**src/rtl/lc3_memaccess_fsm.sv**
```systemverilog
// LC3 memory-access stage: runs LD/LDR/LDI/ST/STR/STI data-memory accesses
// over a req/ack handshake, including the pointer read of LDI/STI, with a
// bounded wait per request and a one-cycle completion pulse.
module lc3_memaccess_fsm #(
    parameter int DATA_W         = 16,
    parameter int TIMEOUT_CYCLES = 16
) (
    input  logic              clock,
    input  logic              reset,
    input  logic              mem_valid_in,
    input  logic [15:0]       IR_Exec,
    input  logic [DATA_W-1:0] aluout,
    input  logic [DATA_W-1:0] M_Data,
    input  logic              Mem_Control_out,
    output logic              mem_busy,
    output logic              dmem_req,
    output logic              dmem_we,
    output logic [DATA_W-1:0] dmem_addr,
    output logic [DATA_W-1:0] dmem_din,
    input  logic [DATA_W-1:0] dmem_dout,
    input  logic              dmem_ack,
    output logic [DATA_W-1:0] memout,
    output logic              mem_done,
    output logic              mem_err
);

    // Wide enough to hold TIMEOUT_CYCLES itself.
    localparam int CNT_W = $clog2(TIMEOUT_CYCLES + 1);

    typedef enum logic [1:0] {
        IDLE = 2'd0,
        PTR  = 2'd1,
        ACC  = 2'd2,
        DONE = 2'd3
    } state_t;

    state_t              state_reg;
    logic                is_store_reg;
    logic [DATA_W-1:0]   store_data_reg;
    logic [CNT_W-1:0]    wait_cnt_reg;
    logic [CNT_W-1:0]    wait_cnt_next;
    logic                timeout_hit;
    logic [3:0]          opcode;
    logic                is_mem_op;
    logic                is_store_op;
    logic [11:0]         unused_ir_bits;

    assign opcode         = IR_Exec[15:12];
    assign unused_ir_bits = IR_Exec[11:0];

    // The pipe stalls for the whole access, including the completion cycle.
    assign mem_busy = (state_reg != IDLE);

    // Wait count including the current un-acked cycle; abort when it reaches the limit.
    assign wait_cnt_next = wait_cnt_reg + CNT_W'(1);
    assign timeout_hit   = (wait_cnt_next == CNT_W'(TIMEOUT_CYCLES));

    // Opcode decode: LD/LDR/LDI are loads, ST/STR/STI are stores.
    always_comb begin
        is_mem_op   = 1'b0;
        is_store_op = 1'b0;
        case (opcode)
            4'b0010, 4'b0110, 4'b1010: is_mem_op = 1'b1;
            4'b0011, 4'b0111, 4'b1011: begin
                is_mem_op   = 1'b1;
                is_store_op = 1'b1;
            end
            default: ;
        endcase
    end

    // Access sequencer with registered handshake and result outputs.
    always_ff @(posedge clock) begin
        if (reset) begin
            state_reg      <= IDLE;
            dmem_req       <= 1'b0;
            dmem_we        <= 1'b0;
            dmem_addr      <= '0;
            dmem_din       <= '0;
            memout         <= '0;
            mem_done       <= 1'b0;
            mem_err        <= 1'b0;
            wait_cnt_reg   <= '0;
            is_store_reg   <= 1'b0;
            store_data_reg <= '0;
        end else begin
            case (state_reg)
                IDLE: begin
                    if (mem_valid_in && is_mem_op) begin
                        dmem_addr      <= aluout;
                        dmem_req       <= 1'b1;
                        wait_cnt_reg   <= '0;
                        is_store_reg   <= is_store_op;
                        store_data_reg <= M_Data;
                        if (Mem_Control_out) begin
                            dmem_we   <= 1'b0;
                            state_reg <= PTR;
                        end else begin
                            dmem_we   <= is_store_op;
                            dmem_din  <= M_Data;
                            state_reg <= ACC;
                        end
                    end
                end
                PTR: begin
                    if (dmem_ack) begin
                        // Pointer arrives: reissue immediately at the pointed-to address.
                        dmem_addr    <= dmem_dout;
                        dmem_we      <= is_store_reg;
                        dmem_din     <= store_data_reg;
                        wait_cnt_reg <= '0;
                        state_reg    <= ACC;
                    end else if (timeout_hit) begin
                        dmem_req     <= 1'b0;
                        dmem_we      <= 1'b0;
                        memout       <= '0;
                        mem_err      <= 1'b1;
                        mem_done     <= 1'b1;
                        wait_cnt_reg <= '0;
                        state_reg    <= DONE;
                    end else begin
                        wait_cnt_reg <= wait_cnt_next;
                    end
                end
                ACC: begin
                    if (dmem_ack) begin
                        dmem_req     <= 1'b0;
                        dmem_we      <= 1'b0;
                        if (!is_store_reg) begin
                            memout <= dmem_dout;
                        end
                        mem_done     <= 1'b1;
                        wait_cnt_reg <= '0;
                        state_reg    <= DONE;
                    end else if (timeout_hit) begin
                        dmem_req     <= 1'b0;
                        dmem_we      <= 1'b0;
                        memout       <= '0;
                        mem_err      <= 1'b1;
                        mem_done     <= 1'b1;
                        wait_cnt_reg <= '0;
                        state_reg    <= DONE;
                    end else begin
                        wait_cnt_reg <= wait_cnt_next;
                    end
                end
                DONE: begin
                    mem_done  <= 1'b0;
                    mem_err   <= 1'b0;
                    state_reg <= IDLE;
                end
                default: state_reg <= IDLE;
            endcase
        end
    end

endmodule

```
**config.mk**
```make
export PLATFORM = sky130hd
export DESIGN_NAME = lc3_memaccess_fsm
export DESIGN_NICKNAME = d
export VERILOG_FILES = /design/src/rtl/lc3_memaccess_fsm.sv
export SDC_FILE = /design/constraint.sdc
export NUM_CORES = 1
export LEC_CHECK = 0
export ABC_CLOCK_PERIOD_IN_PS = 1900
export CORE_MARGIN = 2
export CORE_UTILIZATION = 57
export DETAILED_ROUTE_END_ITERATION = 6
export DONT_BUFFER_PORTS = 1
export HOLD_SLACK_MARGIN = 0.06
export PLACE_DENSITY = 0.8
export SLEW_MARGIN = 20
export SYNTH_ARGS = -nofsm -noshare
export SYNTH_HDL_FRONTEND = slang
export SYNTH_SLANG_ARGS = --single-unit
```
**constraint.sdc**
```tcl
create_clock -name clock -period 1.9 [get_ports clock]
set_clock_uncertainty 0.2 [all_clocks]
set_input_delay 0.19 -clock clock [delete_from_list [all_inputs] [get_ports clock]]
set_output_delay 0.19 -clock clock [all_outputs]
set_load 0.03 [all_outputs]
```
==> impl_metrics.py, run 1 <==
metrics = {
    "outcome": {
        "run_status": "completed",
    },
    "detailed_routing": {
        "drtPass1Iterations": 4,
        "drtIter0Drc": 108,
        "vias": 3042,
        "drc_errors": 0,
        "vias_per_cell": 6.21,
        "antenna_left": 0,
        "drt-total-wl_mm": 9.36,
        "wl_per_cell_um": 19.1,
    },
    "grt": {
        "grt_pass1_vias": 2846,
        "grt_pass1_wl_mm": 14.2,
        "grt_overflow": 0,
        "antenna_found_initial": 0,
        "grt_max_degree": 65,
        "grt_use_total": 0.282,
    },
    "placed_design": {
        "routabilityCongestion": 0.920,
        "place_hpwl_mm": 5.31,
        "port_buffers": 0,
        "dp_slack_ns": -0.0253,
        "place_inst": 413,
    },
    "timing": {
        "hold_viol_final": 0,
        "fmax_mhz": 527,
        "rsz0062_at_grt": "true",
        "finalSetupTns_ns": 0,
        "period_share": 0.999,
        "slew_violations": 0,
        "period_needed_ns": 1.90,
        "max_slew_margin": 0.669,
        "finalSetupViolCount": 0,
        "worst_slew_pin_slew_ns": 0.485,
        "setup_ws_ns": 0.00243,
    },
    "clock_tree": {
        "htreeDepth": 3,
        "cts_sinks": 76,
        "cts_buffers": 9,
        "root_buffer": "clkbuf_8",
        "cts_tree": "built",
        "clockBufferDepth": 2,
        "cts.clk_slew.worst_paths_ns": 0.08,
        "clkLatencyLatePin_ns": 0.34,
    },
    "critical_path": {
        "regToRegSetupSlack_ns": 0.002,
        "rr_worst_depth": 7,
        "cp_cell_sequence": "inv_2 > ha_4 > nor2b_2 > a31oi_1 > buf_4 > or4b_4 > a21oi_2",
        "crit_slowest_cell": "or4b_4",
        "crit_required_ns": 1.97,
        "r2r-start": "state_reg[0]$_SDFFE_PP0P_",
        "critPathLaunchType": "flop",
        "worstSetupPathType": "reg2reg",
        "critPathArrivalTime_ns": 1.97,
        "critPathTopFamily": "simple AND/OR/NAND/NOR gates",
        "critPathMaxFanout": 10,
        "r2r_end": "wait_cnt_reg[2]$_SDFFE_PP0P_",
        "path_depth": 7,
        "cp-end-kind": "flop",
        "slowest_delay_ns": 0.52,
        "timing.critical_path.buf_inv": 2,
    },
    "worst_hold_path": {
        "hold_end": "dmem_we$_SDFFE_PP0P_",
        "holdPathStages": 3,
        "hp-start": "dmem_ack",
        "hp-class": "in2reg",
    },
    "yosys": {
        "netlist_area_um2": 3440,
        "synth_cells": 343,
        "yosysWarnings": 0,
        "syn_nets": 418,
        "synth_edf_count": 0,
        "async_reset_ff_frac": 0,
        "yosys_most_used_dff": "dfxtp_1",
        "synth.avg_cell_area_um2": 10.0,
        "seq_area_frac_synth": 0.442,
        "synthDistinctLibCells": 50,
        "ys_ff_latch": 76,
    },
    "pwr": {
        "internal_power_mw": 4.01,
        "p_seq_frac": 0.429,
        "switching_share": 0.433,
        "switching_power_mw": 3.06,
        "powerDensity_nw_per_um2": 1510,
        "pwr-share-comb": 0.377,
        "clkPwrFrac": 0.195,
        "leakage_nw": 1.82,
        "ir_worst_vdd_mv": 0.824,
    },
    "floorplan": {
        "die_x_um": 81.7,
        "die_y_um": 81.7,
        "core_um2": 5890,
        "dieArea_um2": 6680,
        "rows": 28,
        "initial_core_util": 0.585,
        "num_io_pins": 122,
    },
    "cells_and_area": {
        "final_core_utilization": 0.796,
        "n_fill_cell": 366,
        "final_cells": 490,
        "antenna_cells": 0,
        "area_growth_pct": 36.0,
        "drive_gt1_frac": 0.236,
        "final_nets": 485,
    },
    "job": {
        "drv_cap": 0,
    },
}
==> power groups by stage <==
stage               Sequential [mW]  Clock (mW)  Combinational, mW
global placement               3.04           0               2.18
global route                   3.08        1.47               2.88
floorplan                      2.98           0               1.63
detailed placement             3.06           0               2.23
finish                         3.03        1.37               2.66
CTS                            3.02        1.39               2.49
==> cells in the mapped netlist (2+ instances only) <==
master | n | share of area
a311oi_1 | 16 | 0.041
nor2_1 | 23 | 0.025
a31oi_1 | 17 | 0.031
nand2b_1 | 2 | 0.0036
ha_1 | 6 | 0.022
a2111oi_0 | 3 | 0.0076
a21oi_1 | 24 | 0.035
a211oi_1 | 19 | 0.041
nor3_1 | 4 | 0.0058
clkbuf_1 | 12 | 0.013
a22o_2 | 13 | 0.038
o21ai_0 | 4 | 0.0058
nand3_1 | 4 | 0.0058
mux2i_1 | 50 | 0.15
buf_2 | 16 | 0.023
a221oi_1 | 2 | 0.0051
nor2b_1 | 6 | 0.011
inv_1 | 6 | 0.0065
a22o_1 | 3 | 0.0076
nand2_1 | 8 | 0.0087
dfxtp_1 | 76 | 0.44
==> layer usage <==
metal,global-route usage,up-vias,share of wire
met1,0.327,1453,0.41
met4,0.108,0,0.011
li1,-,1448,-
met5,0,-,0
met2,0.476,133,0.49
met3,0.100,8,0.087
==> layout by cell type (no fill, tap or decap), drive strengths merged, types with 2 or more instances in the layout <==
master       netlist  layout
dfxtp             76      76
dlygate4sd3        0      54
mux2i             50      50
buf               19      31
a21oi             24      24
nor2              23      23
a211oi            19      19
a31oi             17      17
a311oi            17      17
a22o              16      16
clkbuf            12      11
nand2              9       9
inv                7       8
nor2b              6       6
ha                 6       6
o21ai              5       5
nand3              4       4
nor3               4       4
a2111oi            3       3
clkinv             0       3
nand2b             2       2
bufinv             0       2
and2               2       2
mux2               2       2
a221oi             2       2
==> worst max-delay path by stage <==
stage	from	endpoint	slack (ns)
after floorplan	state_reg[1]$_SDFFE_PP0P_	wait_cnt_reg[1]$_SDFFE_PP0P_	0.03
after global placement	state_reg[1]$_SDFFE_PP0P_	memout[0]$_SDFFE_PP0P_	0.007
after detailed placement	state_reg[1]$_SDFFE_PP0P_	memout[9]$_SDFFE_PP0P_	-0.03
after CTS	state_reg[0]$_SDFFE_PP0P_	wait_cnt_reg[3]$_SDFFE_PP0P_	0.006
after global routing	state_reg[0]$_SDFFE_PP0P_	state_reg[1]$_SDFFE_PP0P_	-0.10
final	state_reg[0]$_SDFFE_PP0P_	wait_cnt_reg[2]$_SDFFE_PP0P_	0.002
==> logic make-up after synthesis <==
logic type,Yosys count,share of synthesized area
fa+ha+maj,6,0.0218
compound gates,112,0.245
simple gates,59,0.0883
flops,76,0.442
buf+inv,38,0.0505
mux,52,0.153
==> area by class of cell <==
type                    count  area, um^2  area share
inverters                   7        26.3     0.00561
flip-flops and latches     76        1530       0.326
repair buffers             87         927       0.198
well taps                  75        93.8      0.0200
clock inverters             7        98.8      0.0211
clock buffers               9         124      0.0264
multi-input cells         229        1890       0.403
==> through the flow <==
stage                     power, mW  cell area, um^2  hold slack (ns)
final                          7.07             4690            0.129
after global routing           7.42             4690            0.127
after CTS                      6.90             4600           0.0843
after detailed placement       5.29             3680           0.0721
after global placement         5.22             3680           0.0682
after floorplan                4.61             3470            0.115
==> what timing repair did <==
item,in CTS,in global routing
gates cloned,2,0
gates resized for setup,11,25
pin swaps,4,6
endpoints found under the hold margin,76,1
hold buffers,54,1
setup endpoints to repair,17,52
setup buffers,4,2
==> worst register-to-register path, stage by stage, from the launching register on <==
cell     delay (ns)
dfxtp_2        0.34
inv_2          0.06
ha_4           0.26
nor2b_2        0.12
a31oi_1        0.04
buf_4          0.18
or4b_4         0.52
a21oi_2        0.12
Note: power is estimated with default switching activity, not from simulation.
==> run 2: changes to the inputs <==
--- a/config.mk
+++ b/config.mk
@@ -7,11 +7,11 @@
 export LEC_CHECK = 0
 export ABC_CLOCK_PERIOD_IN_PS = 1900
 export CORE_MARGIN = 2
-export CORE_UTILIZATION = 57
+export CORE_UTILIZATION = 30
 export DETAILED_ROUTE_END_ITERATION = 6
 export DONT_BUFFER_PORTS = 1
 export HOLD_SLACK_MARGIN = 0.06
-export PLACE_DENSITY = 0.8
+export PLACE_DENSITY = 0.5
 export SLEW_MARGIN = 20
 export SYNTH_ARGS = -nofsm -noshare
 export SYNTH_HDL_FRONTEND = slang
==> run 2 against run 1 <==
Compared with the run above:
- the flow now finishes with violations (negative hold slack)
- wire length increased by 15%
- fmax is 0.10% lower
- clock power is 23% higher
- register-to-register slack about the same
- via count is 3.0% lower
- worst setup slack lost 0.0020 ns
- design area is 4.7% higher
- power grew 15%
- hold slack got worse by 0.42 ns
- final cell count rose by 9.2%
- critical endpoint unchanged
- largest power group is now combinational logic
==> impl_metrics.py, run 2 (same netlist as run 1, synthesis figures left out) <==
metrics = {
    "cells_and_area": {
        "drive_gt1_frac": 0.339,
        "antenna_cells": 0,
        "final_nets": 462,
        "final_area_um2": 4910,
        "final_cells": 535,
        "area_growth_pct": 42.4,
        "final_cell_mix": "dfxtp_1 (73), mux2i_1 (48), nor2_1 (22)",
        "final_common_cell": "dfxtp_1",
        "final_core_utilization": 0.433,
        "n_fill_cell": 1099,
    },
    "grt": {
        "antenna_found_initial": 0,
        "grt_use_total": 0.161,
        "grt_pass1_vias": 2902,
        "grt_overflow": 0,
        "grt_max_degree": 66,
        "grt_pass1_wl_mm": 15.5,
    },
    "critical_path": {
        "rr_worst_depth": 7,
        "cp-end-kind": "flop",
        "worstSetupPathType": "reg2reg",
        "startpoint": "state_reg[1]$_SDFFE_PP0P_",
        "regToRegSetupSlack_ns": 0.0005,
        "critPathLaunchType": "flop",
        "critPathMaxFanout": 6,
        "r2r_end": "wait_cnt_reg[2]$_SDFFE_PP0P_",
        "r2r-start": "state_reg[1]$_SDFFE_PP0P_",
        "crit_required_ns": 1.98,
        "critPathArrivalTime_ns": 1.98,
    },
    "clock_tree": {
        "cts_sinks": 76,
        "cts_tree": "built",
        "cts_hold_buf": 20,
        "cts_buffers": 9,
        "root_buffer": "clkbuf_16",
        "htreeDepth": 3,
        "clkLatencyLatePin_ns": 0.34,
        "clockBufferDepth": 2,
        "cts.clk_slew.worst_paths_ns": 0.06,
    },
    "timing": {
        "period_needed_ns": 1.90,
        "holdWs_ns": -0.290,
        "fmax_mhz": 526,
        "period_share": 1.00,
        "finalSetupTns_ns": 0,
        "rsz0062_at_grt": "true",
        "slew_violations": 0,
        "setup_ws_ns": 0.000455,
        "worst_slew_pin_slew_ns": 0.443,
        "max_slew_margin": 0.704,
        "finalSetupViolCount": 0,
        "hold_viol_final": 58,
    },
    "detailed_routing": {
        "drtPass1Iterations": 4,
        "vias_per_cell": 5.52,
        "drc_errors": 0,
        "wl_per_cell_um": 20.1,
        "vias": 2951,
        "drtIter0Drc": 138,
        "drt-total-wl_mm": 10.8,
        "antenna_left": 0,
    },
    "placed_design": {
        "dp_slack_ns": -0.0527,
        "place_inst": 481,
        "postPlaceCellArea_um2": 3800,
        "port_buffers": 0,
        "routabilityCongestion": 0.781,
        "place_hpwl_mm": 6.10,
    },
    "pwr": {
        "leakage_nw": 1.90,
        "ir_worst_vdd_mv": 0.763,
        "powerDensity_nw_per_um2": 1660,
        "p_total_mw": 8.14,
    },
    "worst_hold_path": {
        "hold_end": "dmem_addr[14]$_SDFFE_PP0P_",
        "hp-class": "in2reg",
        "holdPathStages": 1,
        "hp-start": "reset",
    },
    "floorplan": {
        "num_io_pins": 122,
        "die_x_um": 111,
        "initial_core_util": 0.304,
        "rows": 39,
        "die_y_um": 111,
        "core_um2": 11300,
        "dieArea_um2": 12400,
    },
    "outcome": {
        "violations": "negative hold slack",
        "run_status": "complete, but fails checks",
    },
    "job": {
        "drv_cap": 0,
    },
}
run 2: changes by cell type in the layout (fill, tap and decap cells not counted), sizes merged:
cell,previous run,this run
clkbuf,11,16
clkinv,3,4
buf,31,37
bufinv,2,1
dlygate4sd3,54,20
run 2: worst max-delay path, cell delays in order, from the launching register on:
cell	delay (ns)
dfxtp_2	0.33
inv_2	0.05
ha_4	0.26
nor2b_4	0.15
a31oi_4	0.05
clkbuf_16	0.17
or4b_4	0.51
a21oi_2	0.12
run 2: power by group:
part	total, mW	switching (mW)	internal, mW
sequential	3.03	1.02	2.02
combinational	3.41	1.71	1.70
clock	1.69	0.681	1.01
total	8.14	3.41	4.72
run 2: cell type report:
| class | instances | area (um^2) | area share |
|---|---|---|---|
| inverter | 7 | 28.8 | 0.00587 |
| timing repair buffer | 64 | 783 | 0.160 |
| clock inverter | 7 | 66.3 | 0.0135 |
| sequential | 76 | 1530 | 0.311 |
| multi-input combinational | 229 | 2100 | 0.428 |
| clock buffer | 9 | 225 | 0.0459 |
| tap | 143 | 179 | 0.0365 |
run 2: layer usage:
metal	share of wire	track usage	routed length (um)	vias up
met2	0.50	0.267	5410	88
li1	-	-	-	1400
met1	0.41	0.181	4360	1450
met5	0	0	0	-
met4	0.015	0.0601	163	0
met3	0.077	0.0755	825	13
run 2: timing repair:
action	4_1_cts	5_1_grt
buffers inserted	5	7
pin swaps	10	18
endpoints found under the setup margin	38	55
gates cloned	2	5
hold endpoints to repair	76	59
gates resized for setup	16	62
run 2: how the worst max path moves through the flow:
stage	end	slack, ns	cells after the start
final	wait_cnt_reg[2]$_SDFFE_PP0P_	0.0005	7
after global routing	memout[14]$_SDFFE_PP0P_	-0.07	7
after CTS	wait_cnt_reg[3]$_SDFFE_PP0P_	-0.05	7
after detailed placement	dmem_din[6]$_SDFFE_PP0P_	-0.05	8
after global placement	memout[0]$_SDFFE_PP0P_	-0.02	7
after floorplan	wait_cnt_reg[1]$_SDFFE_PP0P_	0.03	7
